[config.mk]
export PLATFORM = sky130hd
export DESIGN_NAME = m_axis_cq_adapt_x8
export DESIGN_NICKNAME = d
export VERILOG_FILES = /design/src/rtl/m_axis_cq_adapt_x8.sv
export SDC_FILE = /design/constraint.sdc
export NUM_CORES = 1
export LEC_CHECK = 0
export CORE_AREA = 2 2 249 251
export DETAILED_ROUTE_END_ITERATION = 7
export DIE_AREA = 0 0 251 253
export GPL_ROUTABILITY_DRIVEN = 0
export MAX_ROUTING_LAYER = met4
export PLACE_DENSITY = 0.69
export SKIP_CTS_REPAIR_TIMING = 1
export SKIP_LAST_GASP = 1
export SYNTH_ARGS = -nofsm -noshare
export SYNTH_HDL_FRONTEND = slang
export SYNTH_SLANG_ARGS = --single-unit
[constraint.sdc]
create_clock -name user_clk -period 2.3 [get_ports user_clk]
set_clock_uncertainty 0.15 [all_clocks]
set_input_delay 0.69 -clock user_clk [delete_from_list [all_inputs] [get_ports user_clk]]
set_output_delay 0.69 -clock user_clk [all_outputs]
set_load 0.05 [all_outputs]
[src/rtl/m_axis_cq_adapt_x8.sv]
// Completer Request (CQ) adapter for the x8 256-bit UltraScale PCIe core.
// Rewrites the 128-bit CQ descriptor into a legacy 3DW/4DW request TLP header.
module m_axis_cq_adapt_x8 #(
  parameter int DATA_WIDTH = 256,
  parameter int KEEP_WIDTH = DATA_WIDTH / 32
) (
  input  logic                  user_clk,
  input  logic                  user_reset_n,
  input  logic [DATA_WIDTH-1:0] m_axis_cq_tdata,
  input  logic [KEEP_WIDTH-1:0] m_axis_cq_tkeep,
  input  logic                  m_axis_cq_tlast,
  input  logic [84:0]           m_axis_cq_tuser,
  input  logic                  m_axis_cq_tvalid,
  output logic                  m_axis_cq_tready,
  output logic [DATA_WIDTH-1:0] m_axis_cq_tdata_a,
  output logic [KEEP_WIDTH-1:0] m_axis_cq_tkeep_a,
  output logic                  m_axis_cq_tlast_a,
  output logic [10:0]           m_axis_cq_tuser_a,
  output logic                  m_axis_cq_tvalid_a,
  input  logic                  m_axis_cq_tready_a,
  output logic [2:0]            fsm_state
);

  typedef enum logic [2:0] {
    S_IDLE  = 3'd0,
    S_PASS  = 3'd1,
    S_HOLD  = 3'd2,
    S_FLUSH = 3'd3,
    S_DROP  = 3'd4
  } state_t;

  state_t        state, state_d;
  logic [223:0]  hold, hold_d;
  logic [6:0]    hold_keep, hold_keep_d;
  logic          drop_after, drop_after_d;
  logic [10:0]   pkt_user, pkt_user_d;

  logic          load;
  logic [255:0]  ld_data;
  logic [7:0]    ld_keep;
  logic          ld_last;

  // Handshake: a beat transfers on a clock edge where valid && ready are both 1.
  // Valid never drops and data never changes while valid is 1 and ready is 0.
  logic can_load, accept;
  assign can_load         = !m_axis_cq_tvalid_a || m_axis_cq_tready_a;
  assign m_axis_cq_tready = can_load && (state != S_FLUSH);
  assign accept           = m_axis_cq_tvalid && m_axis_cq_tready;
  assign fsm_state        = state;

  logic       sop, disc;
  logic [3:0] first_be, last_be, reqtype;
  logic       addr_is_64;
  assign sop        = m_axis_cq_tuser[40];
  assign disc       = m_axis_cq_tuser[41];
  assign first_be   = m_axis_cq_tuser[3:0];
  assign last_be    = m_axis_cq_tuser[7:4];
  assign reqtype    = m_axis_cq_tdata[78:75];
  assign addr_is_64 = |m_axis_cq_tdata[63:32];

  logic unused_tuser;
  assign unused_tuser = ^{m_axis_cq_tuser[84:42], m_axis_cq_tuser[39:8]};

  logic       supported, use_4dw;
  logic [1:0] fmt;
  logic [4:0] tlp_type;
  logic [31:0] hdr_dw0, hdr_dw1, hdr_addr_hi, hdr_addr_lo;

  // IO requests are always 3DW regardless of the upper address bits.
  always_comb begin
    supported = 1'b1;
    use_4dw   = 1'b0;
    fmt       = 2'b00;
    tlp_type  = 5'b00000;
    case (reqtype)
      4'b0000: begin use_4dw = addr_is_64; fmt = {1'b0, addr_is_64}; end
      4'b0001: begin use_4dw = addr_is_64; fmt = {1'b1, addr_is_64}; end
      4'b0010: tlp_type = 5'b00010;
      4'b0011: begin fmt = 2'b10; tlp_type = 5'b00010; end
      default: supported = 1'b0;
    endcase
  end

  assign hdr_dw0     = {1'b0, fmt, tlp_type, 1'b0, m_axis_cq_tdata[123:121], 4'b0000,
                        1'b0, 1'b0, m_axis_cq_tdata[125:124], 2'b00, m_axis_cq_tdata[73:64]};
  assign hdr_dw1     = {m_axis_cq_tdata[95:80], m_axis_cq_tdata[103:96], last_be, first_be};
  assign hdr_addr_hi = m_axis_cq_tdata[63:32];
  assign hdr_addr_lo = {m_axis_cq_tdata[31:2], 2'b00};

  always_comb begin
    state_d      = state;
    hold_d       = hold;
    hold_keep_d  = hold_keep;
    drop_after_d = drop_after;
    pkt_user_d   = pkt_user;
    load         = 1'b0;
    ld_data      = '0;
    ld_keep      = '0;
    ld_last      = 1'b0;
    case (state)
      S_IDLE: begin
        if (accept && sop) begin
          pkt_user_d = {m_axis_cq_tdata[114:112], last_be, first_be};
          if (!supported) begin
            state_d = m_axis_cq_tlast ? S_IDLE : S_DROP;
          end else if (use_4dw) begin
            load    = 1'b1;
            ld_data = {m_axis_cq_tdata[255:128], hdr_addr_lo, hdr_addr_hi, hdr_dw1, hdr_dw0};
            ld_keep = {m_axis_cq_tkeep[7:4], 4'hF};
            ld_last = m_axis_cq_tlast || disc;
            state_d = m_axis_cq_tlast ? S_IDLE : (disc ? S_DROP : S_PASS);
          end else begin
            hold_d       = {m_axis_cq_tdata[255:128], hdr_addr_lo, hdr_dw1, hdr_dw0};
            hold_keep_d  = {m_axis_cq_tkeep[7:4], 3'b111};
            drop_after_d = disc && !m_axis_cq_tlast;
            state_d      = (m_axis_cq_tlast || disc) ? S_FLUSH : S_HOLD;
          end
        end
      end
      S_PASS: begin
        if (accept) begin
          load    = 1'b1;
          ld_data = m_axis_cq_tdata;
          ld_keep = m_axis_cq_tkeep;
          ld_last = m_axis_cq_tlast || disc;
          state_d = m_axis_cq_tlast ? S_IDLE : (disc ? S_DROP : S_PASS);
        end
      end
      S_HOLD: begin
        // Output takes input DW0 on top of the 7 held DWs; the rest is held back.
        if (accept) begin
          load        = 1'b1;
          ld_data     = {m_axis_cq_tdata[31:0], hold};
          ld_keep     = {m_axis_cq_tkeep[0], hold_keep};
          hold_d      = m_axis_cq_tdata[255:32];
          hold_keep_d = m_axis_cq_tkeep[7:1];
          if (m_axis_cq_tlast) begin
            if (m_axis_cq_tkeep[7:1] == 7'd0) begin
              ld_last = 1'b1;
              state_d = S_IDLE;
            end else begin
              drop_after_d = 1'b0;
              state_d      = S_FLUSH;
            end
          end else if (disc) begin
            ld_last = 1'b1;
            state_d = S_DROP;
          end
        end
      end
      S_FLUSH: begin
        if (can_load) begin
          load         = 1'b1;
          ld_data      = {32'd0, hold};
          ld_keep      = {1'b0, hold_keep};
          ld_last      = 1'b1;
          drop_after_d = 1'b0;
          state_d      = drop_after ? S_DROP : S_IDLE;
        end
      end
      S_DROP: begin
        if (accept && m_axis_cq_tlast) state_d = S_IDLE;
      end
      default: state_d = S_IDLE;
    endcase
  end

  always_ff @(posedge user_clk or negedge user_reset_n) begin
    if (!user_reset_n) begin
      state              <= S_IDLE;
      hold               <= '0;
      hold_keep          <= '0;
      drop_after         <= 1'b0;
      pkt_user           <= '0;
      m_axis_cq_tvalid_a <= 1'b0;
      m_axis_cq_tdata_a  <= '0;
      m_axis_cq_tkeep_a  <= '0;
      m_axis_cq_tlast_a  <= 1'b0;
      m_axis_cq_tuser_a  <= '0;
    end else begin
      state      <= state_d;
      hold       <= hold_d;
      hold_keep  <= hold_keep_d;
      drop_after <= drop_after_d;
      pkt_user   <= pkt_user_d;
      if (load) begin
        m_axis_cq_tvalid_a <= 1'b1;
        m_axis_cq_tdata_a  <= ld_data;
        m_axis_cq_tkeep_a  <= ld_keep;
        m_axis_cq_tlast_a  <= ld_last;
        m_axis_cq_tuser_a  <= pkt_user_d;
      end else if (m_axis_cq_tready_a) begin
        m_axis_cq_tvalid_a <= 1'b0;
      end
    end
  end

endmodule

Yosys cells after proc, flatten, opt, wreduce, memory -nomap -nowiden:

Cells that the tools add are included.

* bits in registers: 523
* bits of input ports: 354

* equality and inequality tests: 18
* muxes and demuxes: 71
* reduce and logical (&&, ||, !) cells: 23

Operator list (number)
* $mux W256: 5
* $mux W224: 5
* $pmux W256 S4: 1
* $pmux W224 S2: 1
* $mux W8: 5
* $mux W3: 13
* $mux W7: 5
* $pmux W8 S4: 1
* $reduce_or A32 Y1: 1
* $mux W1: 25
* $mux W11: 2
* $ne A2 B2 Y1 const B: 9
* $pmux W3 S5: 1
* $pmux W7 S2: 1
* $eq A4 B2 Y1 const B: 2
* $reduce_and A8 Y1: 1
* $logic_not A7 Y1: 1
* $eq A3 B2 Y1 const B: 2
* $pmux W1 S3: 2
* $pmux W2 S3: 1
* $reduce_and A6 Y1: 1
* $reduce_or A2 Y1: 3
* $logic_and A1 B1 Y1: 5
* $reduce_and A5 Y1: 1
* other kinds (14): 18

Longest topological paths before layout:

Gate-level depths: netlist (run 1).

* depth in word-level cells: 8
* gate-level depth with buffers: 9

Least setup slack after synthesis (run 1):

OpenSTA, ideal clock, no wires.

* kind: register to output
* start: register state[2], in the netlist fsm_state[2]
* end: output port m_axis_cq_tready
* data required time: 1.460 ns
* data arrival time: 1.821 ns
* stages on the path, launching flop included: 5
* setup slack: -0.361 ns
* path buffers: 1
* cells stage by stage: dfrtp_1 buf_2 inv_1 and3_1 nor2_1

* word-level cells in the longest chain between the ends: 2

RTL lines
* start, declared: line 32 `state_t state, state_d;`
* start signal, assigned: line 181 `state <= state_d;`
* $ne A3 B2 Y1: line 47 `assign m_axis_cq_tready = can_load && (state != S_FLUSH);`
* $logic_and A1 B1 Y1: line 47
* end, declared: line 14 `output logic m_axis_cq_tready,`

No other way between the ends.

Worst setup path after layout (run 1):

Same ends and word-level chain as after synthesis.

==> flow_metrics.py, run 1 <==
metrics = {
    "critical_path": {
        "critPathCapture": "m_axis_cq_tready",
        "worst-r2r-cell-count": 10,
        "cp.required_ns": 1.46,
        "reg2reg_setup_slack_ns": -0.17,
        "cp-start-kind": "register",
        "worst_r2r_endpoint": "m_axis_cq_tkeep_a[4]",
        "arrival_ns": 1.68,
        "crit_start": "fsm_state[2]",
        "critPathMaxFanout": 5,
        "crit_path_end_kind": "output pin",
        "r2r-start": "fsm_state[0]",
        "path_class": "reg -> out",
    },
    "floorplanning": {
        "core_area_mm2": 0.0610,
        "die_w_um": 251,
        "num_rows": 91,
        "dieArea_mm2": 0.0635,
        "design.portCount": 635,
        "start_util_pct": 38.6,
        "die_h_um": 253,
    },
    "synth": {
        "ys_ff_latch": 523,
        "syn_nets": 2375,
        "synthTopCellsByArea": "dfrtp_1 56%, mux2_2 8.3%, a22oi_1 5.3%, a221o_1 4.3%, a211o_1 3.3%",
        "synth.top_cell.area_share_pct": 55.5,
        "synth-seq-area-share_pct": 55.5,
        "netlist_area_mm2": 0.0236,
        "synth_flop_cell": "dfrtp_1",
        "netlist-cell-type-count": 48,
        "synthCells": 2020,
        "yosysWarnings": 0,
        "synth_edf_count": 0,
        "async_flop_share_pct": 100,
        "synth_top_area_cell": "dfrtp_1",
        "syn_avg_cell_area_um2": 11.7,
    },
    "cells_and_area": {
        "drive_above_1_share_pct": 35.8,
        "fin_nets": 3140,
        "final_common_cell": "dfrtp_1",
        "post-route-util_pct": 58.3,
        "fillers": 4912,
        "syn2layout_area_growth_pct": 50.9,
        "stdcell_count": 3628,
        "mostFrequentLayoutCells": "519 x dfrtp_1, 472 x buf_4, 239 x clkdlybuf4s50_1",
    },
    "global_routing": {
        "antenna_found_initial": 9,
        "grt_pass1_wl_um": 142000,
        "grt_pass1_vias": 21100,
        "grt_use_met3_pct": 6.73,
        "use_met1_pct": 40.7,
        "gr-usage-met2_pct": 45.8,
        "grt.overflow.total": 0,
        "grt_use_total_pct": 30.7,
        "grt_max_degree": 112,
        "top_usage_layer": "met2",
    },
    "placement": {
        "dpl.hpwl_um": 71700,
        "placedCellCount": 3422,
        "portBuffers": 559,
        "pre_cts_slack_ns": -1.34,
    },
    "sta": {
        "finalCritPeriodShare_pct": 109,
        "worst_pin_slew_ns": 0.610,
        "report.final.hold_viol_count": 0,
        "hold_ws_ns": 0.300,
        "slew_headroom_pct": 59.2,
        "clock.fmax_mhz": 397,
        "final.min_clock_period_ns": 2.52,
        "layout_setup_ws_ns": -0.218,
        "slew_viol_final": 0,
        "rsz0062_at_grt": "yes",
        "finalSetupViolCount": 184,
    },
    "outcome": {
        "status": "finished, violations left",
        "violations": "negative setup slack",
    },
    "min_path": {
        "holdPathStages": 4,
        "worstHoldStart": "m_axis_cq_tdata[32]",
        "min_path_type": "in -> reg",
    },
    "clock_network": {
        "cts_inserted_buffers": 57,
        "cts.clk_slew.worst_paths_ns": 0.06,
        "cts_sinks": 523,
        "h-tree-depth": 2,
        "insertion_delay_ns": 0.61,
        "cts_buffer_depth": 3,
        "clockRootBuffer": "clkbuf_16",
        "cts_tree": "built",
    },
    "route": {
        "routed-via-count": 22100,
        "firstDrtPassIters": 6,
        "routedWlPerCell_um": 29.7,
        "ant_nets": 0,
        "vias_per_cell": 6.10,
        "drc": 0,
        "drt_iter0_markers": 2415,
        "routed_wl_um": 108000,
    },
    "flow_run": {
        "cap_violations": 0,
    },
    "power": {
        "totalPowerFinal_w": 0.0562,
        "ir_drop_v": 0.000993,
        "p_leak_nw": 16.0,
        "power_density_mw_per_mm2": 1580,
    },
}
==> how the worst min path moves through the flow <==
stage | endpoint | slack, ns
4_1_cts | hold[110] | -0.23
5_1_grt | hold[10] | 0.31
3_5_place_dp | pkt_user[8] | 0.33
6_report | m_axis_cq_tdata_a[64] | 0.30
3_3_place_gp | pkt_user[0] | 0.32
2_1_floorplan | drop_after | 0.24
==> layout make-up <==
| cell class | instances | area (um2) | share of cell area [%] |
|---|---|---|---|
| repair buffers | 894 | 9280 | 26.1 |
| flip-flops and latches | 523 | 13100 | 36.8 |
| multi-input cells | 1288 | 10200 | 28.7 |
| diodes | 9 | 22.5 | 0.0633 |
| well taps | 790 | 988 | 2.78 |
| clock buffers | 85 | 1690 | 4.76 |
| inverters | 21 | 81.3 | 0.229 |
| clock inverters | 18 | 179 | 0.503 |
==> Yosys cell counts (all sizes together) (3+ instances only) <==
master and number:
dfrtp 523, mux2 173, a22oi 166, o21ai 139, a221o 101, and2 101, buf 96, nor3 96
clkbuf 92, nor2b 91, a211o 89, nand3 89, nand2 47, nand2b 30, o21a 30, o32a 30
o221a 27, inv 21, a22o 16, nor4 12, a21oi 10, nor2 10, o32ai 4, o22a 3
==> power by group <==
part           total (W)  internal [W]  switching, W
clock            0.00935       0.00540       0.00394
combinational     0.0298        0.0125        0.0173
sequential        0.0170        0.0138       0.00323
total             0.0562        0.0317        0.0245
==> critical path, cell delays in order (launching register included) <==
cell and delay [ns]:
dfrtp_2 0.42, buf_6 0.14, inv_4 0.03, and3_4 0.19, nor2_4 0.13, buf_12 0.14
==> state kept, by name, summed over array words and instances, names as in the netlist <==
signal	count
drop_after	1
fsm_state	3
hold	224
hold_keep	7
m_axis_cq_tdata_a	256
m_axis_cq_tkeep_a	8
m_axis_cq_tlast_a	1
m_axis_cq_tuser_a	11
m_axis_cq_tvalid_a	1
pkt_user	11
==> per-stage QoR <==
stage	setup TNS, ns	area [um2]
final	-14.55	35600
after global routing	-29.50	35600
after detailed placement	-554.18	31400
after CTS	-220.06	33200
after global placement	-540.15	31400
after floorplan	-15.45	23800
==> kinds of logic after synthesis <==
group                      share of synthesized area [%]
AOI/OAI and AO/OA                                   20.9
adders and majority gates                         0.0531
buffers and inverters                               3.74
xor gates and xnor gates                          0.0372
DFF                                                 55.5
muxes                                               8.27
and+or+nand+nor                                     11.5
==> layer usage <==
metal	share of wire, %	routed length, um
met1	40	43500
met3	9.8	10600
met2	45	48500
met4	4.8	5230
met5	0	0
No activity file was read; power rests on OpenSTA's default activity.
==> inputs of run 2 (changes only) <==
--- a/config.mk
+++ b/config.mk
@@ -10,7 +10,7 @@
 export DIE_AREA = 0 0 251 253
 export GPL_ROUTABILITY_DRIVEN = 0
 export MAX_ROUTING_LAYER = met4
-export PLACE_DENSITY = 0.69
+export PLACE_DENSITY = 0.74
 export SKIP_CTS_REPAIR_TIMING = 1
 export SKIP_LAST_GASP = 1
 export SYNTH_ARGS = -nofsm -noshare
==> flow_metrics.py, run 2 (synthesis results as in run 1) <==
metrics = {
    "outcome": {
        "status": "finished, violations left",
        "violations": "negative setup slack",
    },
    "route": {
        "drt_iter0_markers": 2154,
        "routed_wl_um": 105000,
        "routedWlPerCell_um": 29.4,
        "firstDrtPassIters": 7,
        "ant_nets": 0,
        "drc": 0,
        "vias_per_cell": 6.12,
        "routed-via-count": 22000,
    },
    "sta": {
        "report.final.hold_viol_count": 0,
        "worst_pin_slew_ns": 0.588,
        "slew_viol_final": 0,
        "final.min_clock_period_ns": 2.51,
        "slew_headroom_pct": 60.5,
        "finalSetupViolCount": 471,
        "layout_setup_ws_ns": -0.213,
        "finalCritPeriodShare_pct": 109,
        "clock.fmax_mhz": 398,
        "hold_ws_ns": 0.292,
        "setup_tns_ns": -41.55,
        "rsz0062_at_grt": "yes",
    },
    "critical_path": {
        "arrival_ns": 1.67,
        "cp-start-kind": "register",
        "critPathMaxFanout": 6,
        "crit_path_end_kind": "output pin",
        "worst-r2r-cell-count": 9,
        "path_class": "reg -> out",
        "cp.required_ns": 1.46,
    },
    "global_routing": {
        "grt_pass1_vias": 21300,
        "grt.overflow.total": 0,
        "grt_use_total_pct": 30.9,
        "antenna_found_initial": 9,
        "grt_pass1_wl_um": 143000,
        "grt_max_degree": 82,
    },
    "power": {
        "p_leak_nw": 15.7,
        "power_density_mw_per_mm2": 1590,
        "ir_drop_v": 0.000980,
    },
    "cells_and_area": {
        "syn2layout_area_growth_pct": 48.2,
        "largest_register": "m_axis_cq_tdata_a",
        "stdcell_count": 3589,
        "largestRegisters": "m_axis_cq_tdata_a x256, hold x224",
        "final_common_cell": "dfrtp_1",
        "fin_nets": 3099,
        "mostFrequentLayoutCells": "519 x dfrtp_1, 452 x buf_4, 241 x clkdlybuf4s50_1",
        "drive_above_1_share_pct": 33.4,
        "largest_register_ffs": 256,
    },
    "clock_network": {
        "insertion_delay_ns": 0.61,
        "clockRootBuffer": "clkbuf_16",
        "cts_buffer_depth": 3,
        "cts.clk_slew.worst_paths_ns": 0.07,
        "cts_tree": "built",
        "cts_sinks": 523,
        "h-tree-depth": 2,
        "cts_inserted_buffers": 55,
    },
    "placement": {
        "portBuffers": 559,
        "placedCellCount": 3418,
        "dpl.hpwl_um": 72200,
    },
    "floorplanning": {
        "num_rows": 91,
        "dieArea_mm2": 0.0635,
        "die_w_um": 251,
        "start_util_pct": 38.6,
        "core_area_mm2": 0.0610,
        "design.portCount": 635,
        "die_h_um": 253,
    },
    "min_path": {
        "min_path_type": "in -> reg",
        "holdPathStages": 3,
    },
    "flow_run": {
        "cap_violations": 0,
    },
}
## run 2: cell types whose count changed in the layout (fill, tap and decap cells not counted), sizes merged
cell,previous run,this run
dlymetal6s2s,6,32
clkinv,12,17
clkinvlp,1,3
clkbuf,138,110
bufinv,3,7
clkdlybuf4s50,239,241
buf,595,545
## run 2: worst paths after layout
kind | start | to | slack (ns)
min in group asynchronous | user_reset_n | m_axis_cq_tdata_a[190] | 0.43
worst max register to register | fsm_state[1] | m_axis_cq_tdata_a[131] | -0.19
worst min-delay path | m_axis_cq_tdata[32] | m_axis_cq_tdata_a[64] | 0.29
worst max-delay path | fsm_state[0] | m_axis_cq_tready | -0.21
max in group asynchronous | user_reset_n | fsm_state[0] | 0.71
worst min register to register | hold[73] | hold[73] | 0.34
## run 2: cell type report
class                   instances  area (um2)
diodes                          9        22.5
clock buffers                  74        1540
clock inverters                29         353
fillers                      4916       26100
inverters                      21        78.8
multi-input cells            1288       10100
flip-flops and latches        523       13100
well taps                     790         988
repair buffers                855        8790
## run 2: per-stage QoR
step           cell area (um2)  util (%)  setup WS, ns  total power, W
2_1_floorplan            23800         -       -0.0966          0.0337
3_3_place_gp             31300      51.4         -1.22          0.0430
6_report                 34900      57.2        -0.213          0.0557
5_1_grt                  34900      57.2        -0.237          0.0579
4_1_cts                  33200      54.5        -0.614          0.0534
3_5_place_dp             31300      51.4         -1.26          0.0438
## run 2: critical path, stage by stage, from the launching register on
cell and delay, ns:
dfrtp_2 0.44, buf_12 0.15, and3_4 0.19, nor2_4 0.14, buf_12 0.15
## run 2: metal layers
metal,up-vias,GRT usage (%),share of wire (%)
met3,273,6.71,10
met2,1460,46.9,46
li1,9114,-,-
met4,0,11.6,4.3
met5,-,-,0
met1,11100,40.8,39
## run 2: report_power, final
group | total [W] | switching, W | internal (W)
Clock | 0.00944 | 0.00395 | 0.00550
Sequential | 0.0170 | 0.00320 | 0.0138
Combinational | 0.0292 | 0.0172 | 0.0120
